File: src/rtl/phase_driver.sv
// rtl/phase_driver.sv - phase-shifted square-wave driver with period-aligned updates
//
// Purpose: drives NUM_CHANNELS 50%-duty square waves at OUT_FREQ. Each channel is
// delayed by its own phase, given in clock ticks. New phases are held in a shadow
// bank and only reach the active bank at a period boundary, so an output never
// glitches. Start and stop are also aligned to period boundaries.
//
// Optional macro: PHASE_DRIVER_SYNC_OUT_EN adds the sync_out port.
//
// Ports:
//   clk          in   system clock
//   rst          in   asynchronous active-low reset
//   en           in   run request (level)
//   phases       in   NUM_CHANNELS x PHASE_W phase words, in clock ticks
//   phases_valid in   one-cycle strobe that captures phases
//   pending      out  shadow bank holds phases that are not yet applied
//   running      out  outputs are currently toggling
//   outs         out  square-wave outputs, one per channel
//   sync_out     out  (PHASE_DRIVER_SYNC_OUT_EN only) pulse at cnt==0 while running

module phase_driver #(
  parameter int CLK_FREQ     = 256,
  parameter int OUT_FREQ     = 1,
  parameter int NUM_CHANNELS = 10,
  localparam int PERIOD      = CLK_FREQ / OUT_FREQ,
  localparam int PHASE_W     = $clog2(PERIOD)
) (
  input  logic                    clk,
  input  logic                    rst,
  input  logic                    en,
  input  logic [PHASE_W-1:0]      phases [NUM_CHANNELS],
  input  logic                    phases_valid,
  output logic                    pending,
  output logic                    running,
  output logic [NUM_CHANNELS-1:0] outs
`ifdef PHASE_DRIVER_SYNC_OUT_EN
  ,
  output logic                    sync_out
`endif
);

  localparam logic [PHASE_W-1:0]        LAST     = PHASE_W'(PERIOD - 1);
  localparam logic [PHASE_W-1:0]        HALF     = PHASE_W'(PERIOD / 2);
  localparam logic signed [PHASE_W:0]   PERIOD_S = (PHASE_W + 1)'(PERIOD);

  typedef enum logic [1:0] {S_OFF, S_ARMED, S_RUN, S_STOPPING} state_t;

  state_t                    state_q, state_d;
  logic [PHASE_W-1:0]        cnt_q, cnt_d;
  logic [PHASE_W-1:0]        shadow_q [NUM_CHANNELS];
  logic [PHASE_W-1:0]        shadow_d [NUM_CHANNELS];
  logic [PHASE_W-1:0]        active_q [NUM_CHANNELS];
  logic [PHASE_W-1:0]        active_d [NUM_CHANNELS];
  logic [PHASE_W-1:0]        phases_c [NUM_CHANNELS];
  logic signed [PHASE_W:0]   diff     [NUM_CHANNELS];
  logic                      pending_q, pending_d;
  logic                      loaded_q, loaded_d;
  logic                      running_q, running_d;
  logic                      sync_q, sync_d;
  logic [NUM_CHANNELS-1:0]   outs_q, outs_d;
  logic                      wrap;
  logic                      phase_on;

  // Out-of-range phases (only reachable when PERIOD is not a power of 2)
  // saturate to the last tick of the period.
  function automatic logic [PHASE_W-1:0] clamp_phase(input logic [PHASE_W-1:0] p);
    if (int'(p) >= PERIOD) return LAST;
    return p;
  endfunction

  assign wrap     = (cnt_q == LAST);
  assign phase_on = (state_q == S_RUN) || (state_q == S_STOPPING);

  always_ff @(posedge clk or negedge rst) begin
    if (!rst) begin
      state_q   <= S_OFF;
      cnt_q     <= '0;
      shadow_q  <= '{default: '0};
      active_q  <= '{default: '0};
      pending_q <= 1'b0;
      loaded_q  <= 1'b0;
      running_q <= 1'b0;
      sync_q    <= 1'b0;
      outs_q    <= '0;
    end else begin
      state_q   <= state_d;
      cnt_q     <= cnt_d;
      shadow_q  <= shadow_d;
      active_q  <= active_d;
      pending_q <= pending_d;
      loaded_q  <= loaded_d;
      running_q <= running_d;
      sync_q    <= sync_d;
      outs_q    <= outs_d;
    end
  end

  // Next-state logic. en takes priority over the boundary in STOPPING so a
  // re-request during the last tick continues without a gap.
  always_comb begin
    state_d = state_q;
    case (state_q)
      S_OFF:      if (en) state_d = S_ARMED;
      S_ARMED: begin
        if (!en)                                state_d = S_OFF;
        else if (wrap && (loaded_q || pending_q)) state_d = S_RUN;
      end
      S_RUN:      if (!en) state_d = S_STOPPING;
      S_STOPPING: begin
        if (en)        state_d = S_RUN;
        else if (wrap) state_d = S_OFF;
      end
      default:    state_d = S_OFF;
    endcase
  end

  // Counter and double-buffered phase banks; these run in every state.
  always_comb begin
    cnt_d     = wrap ? '0 : cnt_q + 1'b1;
    shadow_d  = shadow_q;
    active_d  = active_q;
    pending_d = pending_q;
    loaded_d  = loaded_q;
    for (int i = 0; i < NUM_CHANNELS; i++) phases_c[i] = clamp_phase(phases[i]);
    if (phases_valid) begin
      shadow_d = phases_c;
      if (wrap) begin
        // A strobe on the boundary tick bypasses the shadow wait.
        active_d  = phases_c;
        pending_d = 1'b0;
        loaded_d  = 1'b1;
      end else begin
        pending_d = 1'b1;
      end
    end else if (wrap && pending_q) begin
      active_d  = shadow_q;
      pending_d = 1'b0;
      loaded_d  = 1'b1;
    end
  end

  // Output logic: a channel is high for the first half-period after its phase.
  always_comb begin
    running_d = phase_on;
    sync_d    = wrap && phase_on;
    outs_d    = '0;
    for (int i = 0; i < NUM_CHANNELS; i++) begin
      diff[i] = $signed({1'b0, cnt_q}) - $signed({1'b0, active_q[i]});
      if (diff[i] < 0) diff[i] = diff[i] + PERIOD_S;
      outs_d[i] = phase_on && (diff[i][PHASE_W-1:0] < HALF);
    end
  end

  assign pending = pending_q;
  assign running = running_q;
  assign outs    = outs_q;

`ifdef PHASE_DRIVER_SYNC_OUT_EN
  assign sync_out = sync_q;
`else
  logic unused_sync;
  assign unused_sync = sync_q;
`endif

endmodule

File: config.mk
export PLATFORM = sky130hd
export DESIGN_NAME = phase_driver
export DESIGN_NICKNAME = d
export VERILOG_FILES = /design/src/rtl/phase_driver.sv
export SDC_FILE = /design/constraint.sdc
export NUM_CORES = 1
export LEC_CHECK = 0
export BUFFER_PORTS_ARGS = -buffer_cell sky130_fd_sc_hd__buf_2
export CORE_UTILIZATION = 55
export CTS_CLUSTER_DIAMETER = 80
export CTS_CLUSTER_SIZE = 16
export DETAILED_ROUTE_END_ITERATION = 12
export HOLD_SLACK_MARGIN = 0.1
export PLACE_DENSITY = 0.76
export REMOVE_ABC_BUFFERS = 1
export SETUP_SLACK_MARGIN = 0.2
export SLEW_MARGIN = 40
export SYNTH_ARGS = -nofsm -noshare
export SYNTH_HDL_FRONTEND = slang
export SYNTH_SLANG_ARGS = --single-unit
File: constraint.sdc
create_clock -name clk -period 6.15 [get_ports clk]
set_input_delay 0.3075 -clock clk [delete_from_list [all_inputs] [get_ports clk]]
set_output_delay 0.3075 -clock clk [all_outputs]
set_load 0.05 [all_outputs]
Word level (Yosys, flattened, before mapping)
Index checks and enable logic that the tools add are counted.

Add/subtract/negate cells: 21. Mux-type cells: 27. Reduce and logical (&&, ||, !) cells: 18. Magnitude comparators: 20. Eq/ne operators: 9.

Operators by type and width (number): two-way mux 80 bit (3); < comparator 9 x 1 -> 1 bit, second input constant (10); subtractor 8 x 8 -> 9 bit (10); adder 8 x 1 -> 8 bit, second input constant (11); two-way mux 8 bit (11); < comparator 8 bit, second input constant (10); logical AND 1 bit (12); two-way mux 2 bit (6); == test 8 bit, second input constant (1); case mux 2 bit (4 select lines) (1); two-way mux 1 bit (6); inequality test 3 bit, second input constant (2); == test 2 bit, second input constant (2); inequality test 2 bit, second input constant (2); AND reduction 4 bit (1); == test 2 x 1 -> 1 bit, second input constant (1); zero test 2 bit (1); logical OR 1 bit (2); inequality test 2 x 1 -> 1 bit, second input constant (1); AND reduction 2 bit (1); nonzero test 2 bit (1).

Flip-flop bits (word level): 183. Output and inout bits: 12.

Longest topological paths before layout
Gate-level depths: netlist of run 1.

Word-level depth: 5. Mapped depth: 7. Depth with buffers taken out: 6.

Worst setup path before layout of run 1
Ideal clock, no wire load.

Path kind: register to register. Start point: register cnt_q[1]. End point: register active_q[0] (netlist name). Path buffers: 1. Arrival time: 1.901 ns. Path slack: 4.124 ns. Setup time: 0.125 ns. Stages on the path, launching flop included: 6. Clock period less this slack: 2.026 ns. Path through: dfrtp_1 > ha_1 > nand2_1 > nor4_4 > buf_4 > mux2_2.

Word-level cells in the longest chain between the ends: 4. Elaborated cells between the ends (all ways): 5. Classes of those cells: eq/ne (2); reduce/logical (3).

Ends and longest elaborated chain: from (decl) (line 49) `logic [PHASE_W-1:0] cnt_q, cnt_d;`; from (signal assigned) (line 87) `cnt_q <= cnt_d;`; == test 8 bit * (line 71) `assign wrap = (cnt_q == LAST);`; logical AND 1 bit (line 135) `end else if (wrap && pending_q) begin`; nonzero test 2 bit (no line); AND reduction 2 bit (no line) *; to (signal assigned) (line 89) `active_q <= active_d;`; to (decl) (line 52) `logic [PHASE_W-1:0] active_q [NUM_CHANNELS];`.

Every way passes the cells marked *; elsewhere a longest branch is shown, timed or not. A chain may end at the register's enable or synchronous reset.

Final worst setup path of run 1
Start point: register cnt_q[1]. End point: register active_q[15] (netlist name).

Same word-level chain as after synthesis.

==> run summary, run 1 <==
Area Growth Syn to Fin = 14.2%
Multi-input gate area = 3430 µm²
Die H = 126 µm
failing checks = design-rule violations
worst vdd ir = 0.000183 V
R2R setup slack = 3.44 ns
initial antenna violation count = 0
syn avg cell area = 11.5 µm²
Cell variety after synth = 33
reg2reg path depth = 5
Final setup viols = 0
crit path buf inv count = 1
Async SR Flop Fraction = 100%
CTS tree = yes
#FFs+latches synth = 183
critical-path maximum fanout = 94
GRT Residual Overflow = 0
H-tree levels = 4
Longest Clk Path Bufs = 2
fin nets = 965
reg-to-reg critical path startpoint = cnt_q[1]
first-pass iteration count of the detailed router = 9
count leader, synth = dfrtp_1
row cnt = 44
Warnings, synthesis = 0
Syn Std Cell Area = 8400 µm²
max frequency = 370 MHz
RSZ-0062 raised after global routing = false
Total GRT Usage = 22.1%
Starting Density = 57.2%
Worst-Skew Late Latency = 0.44 ns
root buf cell = clkbuf_16
crit path cell chain = ha_1, nand2_1, nor4_4, buf_6, mux2_2
antenna viol nets, final = 0
final hold violation count = 0
Syn Inst Count = 731
Hold Path Sink = shadow_q[45]
PortBufs = 95
Setup TNS Final = 0 ns
Post-CTS Hold Buffers = 1
worst hold path type = in -> reg
Final Slew Violations = 0
n_diodes = 0
Cells on Worst Hold Path = 2
run status = finished, violations left
Post-DP HPWL = 10.5 mm
Filler cells = 1091
vias in the first global route = 5874
leakage power = 4.65 nW
Worst Path Arrival = 3.03 ns
FF/Latch Area = 4580 µm²
Most used DFF post-synth = dfrtp_1
# DRC = 5
synth top area cells = dfrtp_1 55%, mux2_2 14%, ha_1 9.1%, nand2_1 4.3%, o21ai_0 4.1%
final wirelength = 15.8 mm
share of cells above drive strength 1 = 28.9%
Critical R2R Capture = active_q[15]
Required @ worst endpoint = 6.47 ns
first-pass GRT wire length = 27.2 mm
Worst setup SP type = flip-flop
Finished Cell Area = 9590 µm²
fin crit share = 44.0%
routability cong. = 0.807
area leader, netlist = dfrtp_1
core footprint = 14700 µm²
Initial DRC Count = 381
Reg clk slew, reported paths = 0.07 ns
Critical Path Start = cnt_q[1]
min-delay src = phases[45]
Worst path top cell family by delay = flip-flops
commonest cells in the synthesized netlist = 183 x dfrtp_1, 102 x mux2_2, 97 x nand2_1
PwrDens = 267 nW/µm²
Final Core Density = 65.2%
vias = 5487
Die ar. = 15800 µm²
Worst-Margin Slew = 0.716 ns
Seq/Total Area, Yosys = 54.5%
Cell Area, Placed = 8980 µm²
skew final = 0.00666 ns
largest net degree at the start of global routing = 118
Max-slew headroom = 52.3%
Resize count post-CTS = 0
I/O pins = 96
Worst Path Class, Setup = reg -> reg
EDFF count, synth = 0
Post-CTS Repair Setup Buffers = 0
Worst Setup End Kind = flip-flop
Clock Sink Count = 183
Slowest cell on crit path = dfrtp_1
DR WL/cell = 15.6 µm
Tmin final = 2.71 ns
top cell type's share of synthesized area = 54.5%
die width = 126 µm
Vias/cell = 5.40
CTS buffer count = 17
max cap viols = 0
crit-path max cell delay = 0.74 ns
layout make-up:
cell class | count | share of cell area (%)
timing repair buffer | 100 | 5.83
sequential | 183 | 47.7
inverter | 61 | 2.39
clock buffer | 22 | 4.84
multi-input combinational | 457 | 35.8
tap | 184 | 2.40
clock inverter | 10 | 1.03
worst reg2reg max path, cell delays in order (launching register included):
cell and delay, ns:
dfrtp_1 0.74, ha_1 0.39, nand2_1 0.14, nor4_4 0.35, buf_6 0.53, mux2_2 0.44
sequential cells by signal, summed over array words and instances (netlist names), named ones only:
register,flops
active_q,80
cnt_q,8
loaded_q,1
outs,10
pending,1
running,1
shadow_q,80
state_q,1
cell families after synthesis:
group,after synthesis,share of synthesized area (%)
flops,183,54.5
xor+xnor,14,1.46
compound gates,128,8.09
simple gates,144,7.57
buf+inv,91,4.66
fa+ha+maj,61,9.09
mux,110,14.6
layout by cell type (no fill, tap or decap), drive strengths merged:
cell type,n
bufinv,1
o21ai,78
a31oi,2
clkinvlp,5
nor2b,8
ha,61
inv,61
mux2,102
clkbuf,22
nor3,1
nand2,97
dfrtp,183
o211ai,2
nand2b,2
clkinv,4
o31ai,2
nand4,4
mux2i,8
a21oi,36
dlygate4sd3,1
o22a,1
and2,2
xor2,10
nor4,1
a32oi,1
xnor2,4
buf,99
or2,9
o211a,1
nand3,5
and3,1
o2bb2ai,1
a21o,4
nor2,14
per-layer routing:
metal | global-route usage (%) | up-vias | wire [µm]
met5 | 0 | - | 0
met3 | 5.18 | 24 | 725
met1 | 27.7 | 2701 | 6910
li1 | - | 2648 | -
met4 | 10.2 | 0 | 268
met2 | 36.5 | 114 | 7920
per-stage QoR:
step                instances  setup WS, ns  hold WS, ns  total power, W
global placement          983          3.44        0.455         0.00154
finish                   1017          3.44        0.121         0.00256
global route             1017          3.25        0.105         0.00267
CTS                      1016          3.28        0.101         0.00259
detailed placement        983          3.32        0.439         0.00156
floorplan                 701          1.38       0.0119         0.00146
where the power goes:
group	total, W	leakage, nW	internal (W)	switching [W]
sequential	0.00131	2.18	0.00129	0.0000229
combinational	0.000227	2.21	0.000108	0.000119
clock	0.00103	0.259	0.000579	0.000449
worst max-delay path by stage:
stage	end	slack, ns	cells past startpoint
final	active_q[15]	3.44	5
after global routing	active_q[8]	3.25	5
after CTS	active_q[56]	3.28	5
after detailed placement	active_q[0]	3.32	5
after global placement	active_q[55]	3.44	5
after floorplan	active_q[0]	1.38	4
Note: power is estimated with default switching activity, not from simulation.
==> run 2: changes to the inputs <==
clock period = 2.76 ns   (was 6.15 ns; I/O delays follow)
==> run summary, run 2 (synthesized netlist as in run 1, its figures left out) <==
initial antenna violation count = 0 (unchanged)
Clock Sink Count = 183 (unchanged)
leading cell type in the layout, fill and taps excluded = dfrtp_1 (unchanged)
run status = finished, violations left (unchanged)
Required @ worst endpoint = 3.07 ns (was 6.47 ns)
vias = 5852 (was 5487)
H-tree levels = 4 (unchanged)
Starting Density = 57.2% (unchanged)
Hold WS = 0.276 ns (was 0.121 ns)
CTS tree = yes (unchanged)
Final setup viols = 0 (unchanged)
PortBufs = 95 (unchanged)
Final Slew Violations = 0 (unchanged)
# DRC = 5 (unchanged)
Setup TNS Final = 0 ns (unchanged)
Max-slew headroom = 55.9% (was 52.3%)
largest net degree at the start of global routing = 69 (was 118)
first-pass iteration count of the detailed router = 9 (unchanged)
die width = 126 µm (unchanged)
first-pass GRT wire length = 29.9 mm (was 27.2 mm)
CTS buffer count = 17 (unchanged)
leakage power = 5.11 nW (was 4.65 nW)
Total GRT Usage = 24.4% (was 22.1%)
Finished Cell Area = 10600 µm² (was 9590 µm²)
Worst setup SP type = flip-flop (unchanged)
Die H = 126 µm (unchanged)
GRT Residual Overflow = 0 (unchanged)
skew final = 0.00913 ns (was 0.00666 ns)
Worst Path Arrival = 2.43 ns (was 3.03 ns)
vias in the first global route = 6337 (was 5874)
max frequency = 472 MHz (was 370 MHz)
Worst-Margin Slew = 0.657 ns (was 0.716 ns)
Initial DRC Count = 336 (was 381)
most frequent cells in the layout = 183 x dfrtp_1, 102 x mux2_2, 97 x nand2_1 (unchanged)
Die ar. = 15800 µm² (unchanged)
worst hold path type = in -> async (was in -> reg)
Cell Area, Placed = 9120 µm² (was 8980 µm²)
root buf cell = clkbuf_16 (unchanged)
worst vdd ir = 0.000383 V (was 0.000183 V)
row cnt = 44 (unchanged)
DR WL/cell = 16.0 µm (was 15.6 µm)
Area Growth Syn to Fin = 26.0% (was 14.2%)
failing checks = design-rule violations (unchanged)
fin nets = 1060 (was 965)
Longest Clk Path Bufs = 2 (unchanged)
routability cong. = 0.780 (was 0.807)
Vias/cell = 5.27 (was 5.40)
max cap viols = 0 (unchanged)
Reg clk slew, reported paths = 0.06 ns (was 0.07 ns)
final wirelength = 17.8 mm (was 15.8 mm)
PwrDens = 581 nW/µm² (was 267 nW/µm²)
Post-CTS Repair Setup Buffers = 0 (unchanged)
Worst Setup End Kind = flip-flop (unchanged)
n_diodes = 0 (unchanged)
Total Power = 0.00615 W (was 0.00256 W)
share of cells above drive strength 1 = 27.2% (was 28.9%)
fin crit share = 76.8% (was 44.0%)
final hold violation count = 0 (unchanged)
Tmin final = 2.12 ns (was 2.71 ns)
antenna viol nets, final = 0 (unchanged)
Post-DP HPWL = 11.5 mm (was 10.5 mm)
RSZ-0062 raised after global routing = false (unchanged)
core footprint = 14700 µm² (unchanged)
I/O pins = 96 (unchanged)
Worst Path Class, Setup = reg -> reg (unchanged)
Worst-Skew Late Latency = 0.43 ns (was 0.44 ns)
critical-path maximum fanout = 42 (was 94)
[run 2: cell types whose count changed in the layout (fill, tap and decap cells not counted), sizes merged]
cell	before	now
buf	99	112
bufinv	1	5
clkinv	4	2
clkinvlp	5	1
dlygate4sd3	1	83
[run 2: worst paths after layout]
path                          start            to  slack [ns]  cells past startpoint
max                        cnt_q[0]   active_q[0]        0.64                      5
min reg2reg                loaded_q      loaded_q        0.47                      1
max reg2reg                cnt_q[0]   active_q[0]        0.64                      5
min in group clk           loaded_q      loaded_q        0.47                      1
max in group asynchronous       rst  shadow_q[61]        1.73                      3
min                             rst  shadow_q[26]        0.28                      2
[run 2: critical path, cell delays in order (launching register included)]
cell and delay (ns):
dfrtp_1 0.35, ha_1 0.28, nand2_1 0.15, nor4_4 0.38, buf_4 0.43, mux2_2 0.39
[run 2: metal layers]
layer	part of all wire [%]	GRT usage, %	vias to the layer above
li1	-	-	2831
met1	43	29.8	2868
met2	51	42.3	116
met3	3.5	4.15	37
met4	2.4	11.2	0
met5	0	0	-
[run 2: area by class of cell]
cell class              count  area, µm²
well taps                 184        230
flip-flops and latches    183       4580
repair buffers            195       1480
multi-input cells         457       3430
clock inverters             8        171
fillers                   939       4120
inverters                  61        229
clock buffers              22        464
[run 2: power breakdown]
group,switching (W),total (W),internal (W)
registers,0.0000545,0.00292,0.00287
clock network,0.000974,0.00262,0.00165
logic,0.000288,0.000607,0.000319
total,0.00132,0.00615,0.00483
[run 2: repair_timing]
item / in CTS / in global routing
endpoints found under the hold margin: 203 / 0
hold buffers: 83 / 0
gates resized for setup: 0 / 0
[run 2: per-stage QoR]
step                util [%]  std cells  setup slack [ns]
global placement        62.0        997             0.760
finish                  72.0       1110             0.640
global route            72.0       1110             0.513
CTS                     72.0       1110             0.649
floorplan                  -        701             -2.01
detailed placement      62.0        997             0.691
